$ cat config.mk
export PLATFORM = sky130hd
export DESIGN_NAME = serial_nibble_deser
export DESIGN_NICKNAME = d
export VERILOG_FILES = /design/src/rtl/serial_nibble_pkg.sv /design/src/rtl/serial_nibble_queue.sv /design/src/rtl/serial_nibble_deser.sv
export SDC_FILE = /design/constraint.sdc
export NUM_CORES = 1
export LEC_CHECK = 0
export CORE_MARGIN = 2
export CORE_UTILIZATION = 35
export CTS_BUF_LIST = sky130_fd_sc_hd__clkbuf_8
export CTS_CLUSTER_DIAMETER = 40
export DETAILED_ROUTE_END_ITERATION = 10
export GPL_ROUTABILITY_DRIVEN = 1
export PLACE_DENSITY = 0.57
export SETUP_SLACK_MARGIN = 0.3
export SLEW_MARGIN = 15
export SYNTH_ARGS = -nofsm -noshare
export SYNTH_HDL_FRONTEND = slang
export SYNTH_SLANG_ARGS = --single-unit
$ cat constraint.sdc
create_clock -name clk -period 2.15 [get_ports clk]
set_clock_uncertainty 0.1 [all_clocks]
set_input_delay 0.43 -clock clk [delete_from_list [all_inputs] [get_ports clk]]
set_output_delay 0.43 -clock clk [all_outputs]
set_load 0.03 [all_outputs]
$ cat src/rtl/serial_nibble_pkg.sv
`default_nettype none
// ============================================================================
// Module   : serial_nibble_pkg
// Brief    : Shared defaults and types for the serial nibble deserializer.
// Revision : 1.0 - initial release
// ============================================================================
package serial_nibble_pkg;

    localparam int NBITS_DEFAULT  = 4;
    localparam int QDEPTH_DEFAULT = 2;

    typedef logic [3:0] nibble_t;

endpackage : serial_nibble_pkg
`default_nettype wire

$ cat src/rtl/serial_nibble_queue.sv
`default_nettype none
// ============================================================================
// Module   : serial_nibble_queue
// Brief    : Small val/rdy FIFO; a full queue still accepts a write when the
//            head leaves in the same cycle.
// Revision : 1.0 - initial release
// ============================================================================
module serial_nibble_queue #(
    parameter int WIDTH = 4,
    parameter int DEPTH = 2
) (
    input  logic             clk,
    input  logic             reset,
    input  logic             enq_val,
    output logic             enq_rdy,
    input  logic [WIDTH-1:0] enq_msg,
    output logic             deq_val,
    input  logic             deq_rdy,
    output logic [WIDTH-1:0] deq_msg
);

    localparam int c_PTR_W = $clog2(DEPTH);
    localparam int c_CNT_W = $clog2(DEPTH + 1);

    logic [WIDTH-1:0]   r_mem [DEPTH];
    logic [c_PTR_W-1:0] r_wr_ptr;
    logic [c_PTR_W-1:0] r_rd_ptr;
    logic [c_CNT_W-1:0] r_count;

    logic w_full;
    logic w_enq;
    logic w_deq;

    assign w_full  = (r_count == c_CNT_W'(DEPTH));
    assign deq_val = (r_count != '0);
    assign enq_rdy = !w_full || deq_rdy;
    assign w_enq   = enq_val && enq_rdy;
    assign w_deq   = deq_val && deq_rdy;
    // Head is masked so an empty queue presents zero rather than stale data.
    assign deq_msg = deq_val ? r_mem[r_rd_ptr] : '0;

    always_ff @(posedge clk) begin
        if (w_enq) begin
            r_mem[r_wr_ptr] <= enq_msg;
        end
    end

    always_ff @(posedge clk) begin
        if (reset) begin
            r_wr_ptr <= '0;
            r_rd_ptr <= '0;
            r_count  <= '0;
        end else begin
            if (w_enq) begin
                r_wr_ptr <= r_wr_ptr + c_PTR_W'(1);
            end
            if (w_deq) begin
                r_rd_ptr <= r_rd_ptr + c_PTR_W'(1);
            end
            case ({w_enq, w_deq})
                2'b10:   r_count <= r_count + c_CNT_W'(1);
                2'b01:   r_count <= r_count - c_CNT_W'(1);
                default: r_count <= r_count;
            endcase
        end
    end

endmodule : serial_nibble_queue
`default_nettype wire

$ cat src/rtl/serial_nibble_deser.sv
`default_nettype none
// ============================================================================
// Module   : serial_nibble_deser
// Brief    : LSB-first serial-to-nibble assembler with frame sync, output
//            queue and sticky overrun flag.
// Revision : 1.0 - initial release
// ============================================================================
module serial_nibble_deser
    import serial_nibble_pkg::*;
#(
    parameter int NBITS  = NBITS_DEFAULT,
    parameter int QDEPTH = QDEPTH_DEFAULT
) (
    input  logic                     clk,
    input  logic                     reset,
    input  logic                     in_val,
    input  logic                     in_bit,
    input  logic                     in_sync,
    output logic                     out_val,
    input  logic                     out_rdy,
    output logic [NBITS-1:0]         out_,
    output logic                     overrun,
    output logic [$clog2(NBITS)-1:0] bitcnt
);

    localparam int                c_CW   = $clog2(NBITS);
    localparam logic [c_CW-1:0]   c_LAST = c_CW'(NBITS - 1);

    logic [NBITS-1:0] r_shreg;
    logic [c_CW-1:0]  r_bitcnt;
    logic             r_overrun;

    logic             w_complete;
    logic             w_enq_rdy;
    logic [NBITS-1:0] w_word;

    // A sync pulse restarts the word, so it can never complete one.
    assign w_complete = in_val && !in_sync && (r_bitcnt == c_LAST);

    always_comb begin
        w_word            = r_shreg;
        w_word[NBITS-1]   = in_bit;
    end

    serial_nibble_queue #(
        .WIDTH (NBITS),
        .DEPTH (QDEPTH)
    ) u_queue (
        .clk     (clk),
        .reset   (reset),
        .enq_val (w_complete),
        .enq_rdy (w_enq_rdy),
        .enq_msg (w_word),
        .deq_val (out_val),
        .deq_rdy (out_rdy),
        .deq_msg (out_)
    );

    always_ff @(posedge clk) begin
        if (reset) begin
            r_shreg   <= '0;
            r_bitcnt  <= '0;
            r_overrun <= 1'b0;
        end else begin
            if (w_complete && !w_enq_rdy) begin
                r_overrun <= 1'b1;
            end
            if (in_sync) begin
                if (in_val) begin
                    r_shreg[0] <= in_bit;
                    r_bitcnt   <= c_CW'(1);
                end else begin
                    r_bitcnt   <= '0;
                end
            end else if (in_val) begin
                r_shreg[r_bitcnt] <= in_bit;
                r_bitcnt          <= w_complete ? '0 : (r_bitcnt + c_CW'(1));
            end
        end
    end

    assign overrun = r_overrun;
    assign bitcnt  = r_bitcnt;

endmodule : serial_nibble_deser
`default_nettype wire

==> results of run 1 <==
## layout make-up
cell class,instances,share of cell area (%)
well taps,28,3.175
clock inverters,1,0.4535
clock buffers,3,3.741
multi-input cells,48,33.56
inverters,7,2.381
flip-flops and latches,19,42.63
repair buffers,19,14.06
## routing by layer
| layer | wire length, um | share of wire, % | GRT usage (%) |
|---|---|---|---|
| met1 | 601 | 45 | 14.31 |
| met2 | 622 | 47 | 18.33 |
| met3 | 85 | 6.4 | 1.714 |
| met4 | 16 | 1.2 | 5.128 |
| met5 | 0 | 0 | 0 |
## sequential cells by signal (all words and copies together) (netlist names), named ones only
register and flops:
bitcnt 2, r_shreg 3, overrun 1, u_queue.r_mem 8, u_queue.r_count 2, u_queue.r_rd_ptr 1
u_queue.r_wr_ptr 1
## cell families after synthesis
kind of cell / after synthesis / share of synthesized area, %
compound gates: 9 / 5.882
buf+inv: 10 / 4.676
flops: 19 / 55.51
simple gates: 23 / 13.57
xor+xnor: 3 / 3.168
mux: 8 / 9.653
fa+ha+maj: 5 / 7.541
## power by group through the flow
| stage | Sequential [uW] | Clock (uW) | Combinational, uW |
|---|---|---|---|
| 6_report | 381 | 240 | 43.1 |
| 3_5_place_dp | 390 | 0 | 43.8 |
| 4_1_cts | 382 | 250 | 42.0 |
| 2_1_floorplan | 392 | 0 | 18.6 |
| 5_1_grt | 382 | 265 | 48.5 |
| 3_3_place_gp | 390 | 0 | 42.9 |
## final timing paths
check,startpoint,endpoint,slack [ns],cells after the start
setup reg to reg,bitcnt[0],u_queue.r_count[1],0.40,7
hold reg to reg,r_shreg[1],u_queue.r_mem[1][1],0.36,0
hold / removal,r_shreg[1],u_queue.r_mem[1][1],0.36,0
setup / recovery,overrun,overrun,0.37,1
## timing repair
action                     in CTS  in global routing
pin swaps                       4                  3
setup buffers                   0                  1
setup endpoints to repair       7                  8
resized for setup              12                 13
## placed cells by master, fill, tap and decap left out, types with 3 or more instances in the layout
| master | instances |
|---|---|
| sky130_fd_sc_hd__a21oi_1 | 3 |
| sky130_fd_sc_hd__buf_4 | 6 |
| sky130_fd_sc_hd__clkbuf_2 | 4 |
| sky130_fd_sc_hd__clkbuf_8 | 3 |
| sky130_fd_sc_hd__clkdlybuf4s50_1 | 3 |
| sky130_fd_sc_hd__dfxtp_1 | 7 |
| sky130_fd_sc_hd__dlygate4sd2_1 | 4 |
| sky130_fd_sc_hd__edfxtp_1 | 8 |
| sky130_fd_sc_hd__ha_1 | 3 |
| sky130_fd_sc_hd__inv_1 | 7 |
| sky130_fd_sc_hd__mux2i_1 | 8 |
| sky130_fd_sc_hd__nand3b_1 | 3 |
| sky130_fd_sc_hd__nor2_1 | 13 |
| sky130_fd_sc_hd__o21ai_0 | 4 |
| sky130_fd_sc_hd__or3_1 | 3 |
## stage by stage
stage | setup slack [ns] | std cells | setup TNS [ns] | instance area [um^2] | hold WS [ns]
2_1_floorplan | 0.3144 | 77 | 0 | 862.1 | 0.3253
3_3_place_gp | -0.06900 | 120 | -0.06900 | 1052 | 0.3392
3_5_place_dp | -0.09169 | 120 | -0.09169 | 1052 | 0.3426
4_1_cts | 0.3020 | 124 | 0 | 1100 | 0.3653
5_1_grt | 0.3207 | 125 | 0 | 1104 | 0.3836
6_report | 0.3680 | 125 | 0 | 1104 | 0.3605
==> results.rst, run 1 <==
.. list-table::
   :header-rows: 1

   * - Metric
     - Value
   * - Clock tree from TritonCTS
     - built
   * - Clock share of power
     - 36.1%
   * - Syn. warnings
     - 0
   * - Most common flop cell mapped by yosys
     - sky130_fd_sc_hd__dfxtp_1
   * - Via count of the first global-routing pass
     - 509
   * - Max-cap violations
     - 0
   * - Register area share after synthesis
     - 55.51%
   * - Antenna-violating nets left
     - 0
   * - Post-synthesis instance area
     - 829.5 um^2
   * - Largest cells by area after synthesis
     - sky130_fd_sc_hd__edfxtp_1, sky130_fd_sc_hd__dfxtp_1, sky130_fd_sc_hd__mux2i_1
   * - Cell count after synthesis
     - 77
   * - Synth Register Bits
     - 19
   * - Placement row count
     - 17
   * - Total die area
     - 2776 um^2
   * - Kind of start point of the critical path
     - flip-flop
   * - Number of enable-type register cells in the synthesized netlist
     - 8
   * - Half-perimeter wire length after detailed placement
     - 986.1 um
   * - Internal Pwr Total
     - 526.4 uW
   * - Net total in the final layout
     - 109
   * - Dominant cell by count in the synthesized netlist
     - sky130_fd_sc_hd__nor2_1
   * - # hold bufs at CTS
     - 0
   * - Pin count of the biggest net entering global routing
     - 12
   * - Largest fanout on the critical path
     - 2
   * - Clock-pin transition on the worst setup and hold timing paths
     - 0.07 ns
   * - Via count
     - 564
   * - Max Clock Freq
     - 561.2 MHz
   * - P_sw
     - 138.3 uW
   * - Fraction of registers with async set/reset
     - 0%
   * - Crit path cell chain
     - clkdlybuf4s50_1
   * - Final Slew Violations
     - 0
   * - CP Class
     - reg -> out
   * - Synth Net Count
     - 88
   * - Slowest stage cell, crit path
     - sky130_fd_sc_hd__clkdlybuf4s50_1
   * - Count of endpoints failing hold in the final timing report
     - 0
   * - Worst IR drop on VDD
     - 406.8 uV
   * - Unrepaired setup endpoints after global routing
     - no
   * - Initial antenna violation count
     - 0
   * - Seq pwr share
     - 57.4%
   * - Top post-synthesis cells by count
     - sky130_fd_sc_hd__nor2_1, sky130_fd_sc_hd__dfxtp_1, sky130_fd_sc_hd__edfxtp_1, sky130_fd_sc_hd__mux2i_1, sky130_fd_sc_hd__inv_1
   * - Total buffers and inverters traversed by the critical path
     - 1
   * - I/O pins
     - 14
   * - Worst slew margin relative to its limit
     - 72.20%
   * - Buffers added on ports
     - 13
   * - Status
     - complete, no violations
   * - Core region area
     - 2233 um^2
   * - Total power after layout
     - 664.7 uW
   * - Cell type group with the largest total delay on the critical path
     - buffers and inverters
   * - DRT Pass-1 Iters
     - 2
   * - Critical Path Sink Type
     - primary output
   * - Number of buffers added by the clock tree synthesis step
     - 3
   * - CP Data Arrival Time
     - 1.25 ns
   * - Post-layout minimum cycle time
     - 1.782 ns
   * - Final weighted congestion of routability-driven global placement
     - 0.6965
   * - Overall routing resource usage
     - 11.17%
   * - Initial DRC Count
     - 2
   * - Sinks on Clock Net
     - 19
   * - Setup violations, final
     - 0
   * - Leakage power
     - 0.0004807 uW
   * - Top cell type's share of synthesized area
     - 28.96%
   * - Global-route wire length before repair
     - 2290 um
   * - Effective utilization at floorplan
     - 37.14%
   * - Combined area of the multi-input logic cells
     - 370.4 um^2
   * - DR WL/cell
     - 10.60 um
   * - Leading area contributor after synthesis
     - sky130_fd_sc_hd__edfxtp_1
   * - Fraction of final layout cells sized beyond drive strength 1
     - 23.71%
   * - Die Span X
     - 52.69 um
   * - Net switching fraction of the power
     - 20.80%
   * - Critical path data required time
     - 1.62 ns
   * - Distinct cell type count after synthesis
     - 18
   * - Root buffer cell
     - sky130_fd_sc_hd__clkbuf_8
   * - Total wire length after detailed routing
     - 1325 um
   * - Height of the die
     - 52.69 um
   * - Depth of the CTS H-tree
     - 1
   * - Clock Latency Late Sink
     - 0.25 ns
   * - DRC Markers
     - 0
   * - Maximum count of clock buffers along a single path
     - 2
   * - Number of fillers in the final layout
     - 208
   * - Power density of the placed cells
     - 602.3 nW/um^2
   * - Area grow syn2layout
     - 33.03%
   * - Antenna diode count
     - 0
   * - Mean number of vias per cell
     - 4.512
   * - Class of the most critical hold timing path
     - reg -> reg
   * - Maximum cell stage delay along the critical path
     - 0.67 ns
   * - Finished Core Util
     - 49.41%
   * - Avg Inst Size Synth
     - 10.77 um^2
   * - Area of all sequential standard cells
     - 470.5 um^2
   * - Overflow after GRT
     - 0
   * - Combinational fraction of design power
     - 6.5%
   * - Transition at the pin with the smallest max-transition slack
     - 0.4157 ns
   * - Post-route fraction of the period consumed by the critical path
     - 82.88%
No activity file was read; power rests on OpenSTA's default activity.
==> inputs of run 2 (changes only) <==
==> constraint.sdc (replaced) <==
create_clock -name clk -period 1.8 [get_ports clk]
set_clock_uncertainty 0.1 [all_clocks]
set_input_delay 0.36 -clock clk [delete_from_list [all_inputs] [get_ports clk]]
set_output_delay 0.36 -clock clk [all_outputs]
set_load 0.03 [all_outputs]
==> run 2 against run 1 <==
Final cell count rose by 8.0%; power rose by 19%; global-route usage rose by 0.96 points; design area rose by 7.7%; die area did not move.
==> results.rst, run 2 (same netlist as run 1, synthesis figures left out) <==
.. list-table::
   :header-rows: 1

   * - Metric
     - Value
   * - DR WL/cell
     - 10.26 um (-3.2%)
   * - Root buffer cell
     - sky130_fd_sc_hd__clkbuf_8
   * - Net total in the final layout
     - 119 (+9.2%)
   * - DRC Markers
     - 0 (unchanged)
   * - Final weighted congestion of routability-driven global placement
     - 0.6537 (-6.1%)
   * - Antenna diode count
     - 0 (unchanged)
   * - Cell count after placement
     - 125 (+4.2%)
   * - Overflow after GRT
     - 0 (unchanged)
   * - Filler-free cell count of the finished design
     - 135 (+8.0%)
   * - Die Span X
     - 52.69 um (unchanged)
   * - Sinks on Clock Net
     - 19 (unchanged)
   * - Core region area
     - 2233 um^2 (unchanged)
   * - Final Slew Violations
     - 0 (unchanged)
   * - Post-layout minimum cycle time
     - 1.749 ns
   * - Clock tree from TritonCTS
     - built
   * - Via count
     - 599 (+6.2%)
   * - Initial antenna violation count
     - 0 (unchanged)
   * - Class of the most critical hold timing path
     - reg -> reg
   * - Critical Path Sink Type
     - flip-flop
   * - Worst slew margin relative to its limit
     - 70.26% (-1.9 points)
   * - Total power after layout
     - 790.0 uW (+19%)
   * - Largest fanout on the critical path
     - 3 (+1)
   * - Depth of the CTS H-tree
     - 1 (unchanged)
   * - Maximum count of clock buffers along a single path
     - 2 (unchanged)
   * - Initial DRC Count
     - 5 (+3)
   * - Max Clock Freq
     - 571.8 MHz
   * - Unrepaired setup endpoints after global routing
     - yes
   * - I/O pins
     - 14 (unchanged)
   * - Status
     - complete, no violations
   * - Register containing the most flip-flops in the final layout
     - u_queue.r_mem
   * - Number of fillers in the final layout
     - 209 (+0.48%)
   * - Global-route wire length before repair
     - 2415 um (+5.5%)
   * - Registers with the highest flip-flop counts
     - u_queue.r_mem (8), r_shreg (3)
   * - Max-cap violations
     - 0 (unchanged)
   * - Fraction of final layout cells sized beyond drive strength 1
     - 37.38% (+14 points)
   * - Worst IR drop on VDD
     - 380.5 uV (-6.5%)
   * - Area grow syn2layout
     - 43.29%
   * - Power density of the placed cells
     - 664.6 nW/um^2 (+10%)
   * - Mean number of vias per cell
     - 4.437 (-1.7%)
   * - Total die area
     - 2776 um^2 (unchanged)
   * - Half-perimeter wire length after detailed placement
     - 987 um (about the same)
   * - Overall routing resource usage
     - 12.13% (+0.96 points)
   * - Height of the die
     - 52.69 um (unchanged)
   * - CP Data Arrival Time
     - 1.82 ns (+0.57 ns)
   * - Clock Latency Late Sink
     - 0.25 ns (about the same)
   * - Via count of the first global-routing pass
     - 573 (+13%)
   * - Buffers added on ports
     - 13 (unchanged)
   * - Kind of start point of the critical path
     - flip-flop
   * - Effective utilization at floorplan
     - 37.14% (unchanged)
   * - Clock-pin transition on the worst setup and hold timing paths
     - 0.07 ns (about the same)
   * - Post-route fraction of the period consumed by the critical path
     - 97.15%
   * - Worst Hold Margin
     - 0.3648 ns (+0.004334 ns)
   * - Count of endpoints failing hold in the final timing report
     - 0 (unchanged)
   * - Most common cell after layout, fill and taps aside
     - sky130_fd_sc_hd__buf_4
   * - Critical path data required time
     - 1.88 ns (+0.26 ns)
   * - Placement row count
     - 17 (unchanged)
   * - Number of flip-flops under the largest register name
     - 8 (unchanged)
   * - Total wire length after detailed routing
     - 1385 um (+4.5%)
   * - Pin count of the biggest net entering global routing
     - 12 (unchanged)
   * - Commonest non-fill, non-tap cells in the layout
     - sky130_fd_sc_hd__buf_4, sky130_fd_sc_hd__nor2_1, sky130_fd_sc_hd__mux2i_1, sky130_fd_sc_hd__dfxtp_1, sky130_fd_sc_hd__edfxtp_1
   * - Setup violations, final
     - 0 (unchanged)
   * - Transition at the pin with the smallest max-transition slack
     - 0.4447 ns (+0.02901 ns)
   * - Number of buffers added by the clock tree synthesis step
     - 3 (unchanged)
   * - Leakage power
     - 0.0005002 uW (+4.1%)
   * - CP Class
     - reg -> reg
   * - Antenna-violating nets left
     - 0 (unchanged)
   * - DRT Pass-1 Iters
     - 2 (unchanged)
## run 2: changes by cell type in the layout (fill, tap and decap cells not counted), sizes merged
cell,previous run,this run
inv,7,8
clkinv,1,0
clkbuf,7,5
clkdlybuf4s50,3,2
dlymetal6s2s,2,0
buf,6,21
## run 2: timing repair
| item | 4_1_cts | 5_1_grt |
|---|---|---|
| buffers inserted | 5 | 1 |
| hold buffers | 0 | 0 |
| gates cloned | 0 | 0 |
| hold endpoints to repair | 0 | 0 |
| resized for setup | 34 | 21 |
| setup endpoints to repair | 19 | 19 |
| pin swaps | 4 | 2 |
## run 2: layout make-up
cell class	count	area [um^2]	area share, %
Clock inverter	1	3.754	0.3158
Tap cell	28	35.03	2.947
Sequential cell	19	471.7	39.68
Multi-Input combinational cell	48	384.1	32.32
Inverter	7	26.28	2.211
Clock buffer	3	41.29	3.474
Timing Repair Buffer	29	226.5	19.05
## run 2: power by group
group          leakage (uW)  total [uW]  switching (uW)  internal [uW]
sequential         0.000165         453            3.94            449
combinational      0.000308        59.4            30.5           28.9
clock             0.0000269         278             127            151
## run 2: path summary, 6_finish.rpt
check | startpoint | endpoint | slack (ns) | cells after the start
worst min-delay path | r_shreg[0] | u_queue.r_mem[1][0] | 0.36 | 0
worst max register to register | bitcnt[0] | u_queue.r_count[1] | 0.05 | 7
worst max-delay path | bitcnt[0] | u_queue.r_count[1] | 0.05 | 7
worst min register to register | r_shreg[0] | u_queue.r_mem[1][0] | 0.36 | 0
## run 2: critical path, cell delays in order, from the launching register on
cell	delay, ns
sky130_fd_sc_hd__dfxtp_4	0.36
sky130_fd_sc_hd__ha_4	0.13
sky130_fd_sc_hd__nand3b_1	0.10
sky130_fd_sc_hd__or2_4	0.28
sky130_fd_sc_hd__ha_4	0.16
sky130_fd_sc_hd__xnor2_2	0.12
sky130_fd_sc_hd__or3_1	0.31
sky130_fd_sc_hd__a21oi_1	0.12
## run 2: stage by stage
| stage | setup WS (ns) | instance area, um^2 | TNS, ns | utilization (%) |
|---|---|---|---|---|
| final | 0.05123 | 1189 | 0 | 53.22 |
| after global routing | -0.001568 | 1189 | -0.001568 | 53.22 |
| after CTS | 0.06629 | 1162 | 0 | 52.04 |
| after detailed placement | -0.3149 | 1092 | -1.583 | 48.91 |
| after global placement | -0.2848 | 1092 | -1.499 | 48.91 |
| after floorplan | 0.05564 | 864.6 | 0 | - |
## run 2: metal layers
metal	track usage [%]	part of all wire, %	vias to the layer above
met1	15.21	46	267
li1	-	-	318
met5	0	0	-
met2	19.79	47	12
met4	6.410	1.2	0
met3	2.000	5.2	2
==> inputs of run 3 (changes only) <==
--- a/config.mk
+++ b/config.mk
@@ -5,6 +5,7 @@
 export SDC_FILE = /design/constraint.sdc
 export NUM_CORES = 1
 export LEC_CHECK = 0
+export CAP_MARGIN = 15
 export CORE_MARGIN = 2
 export CORE_UTILIZATION = 35
 export CTS_BUF_LIST = sky130_fd_sc_hd__clkbuf_8
==> results of run 3 <==
The final DEF is identical to that of run 2; final timing and power are the same.
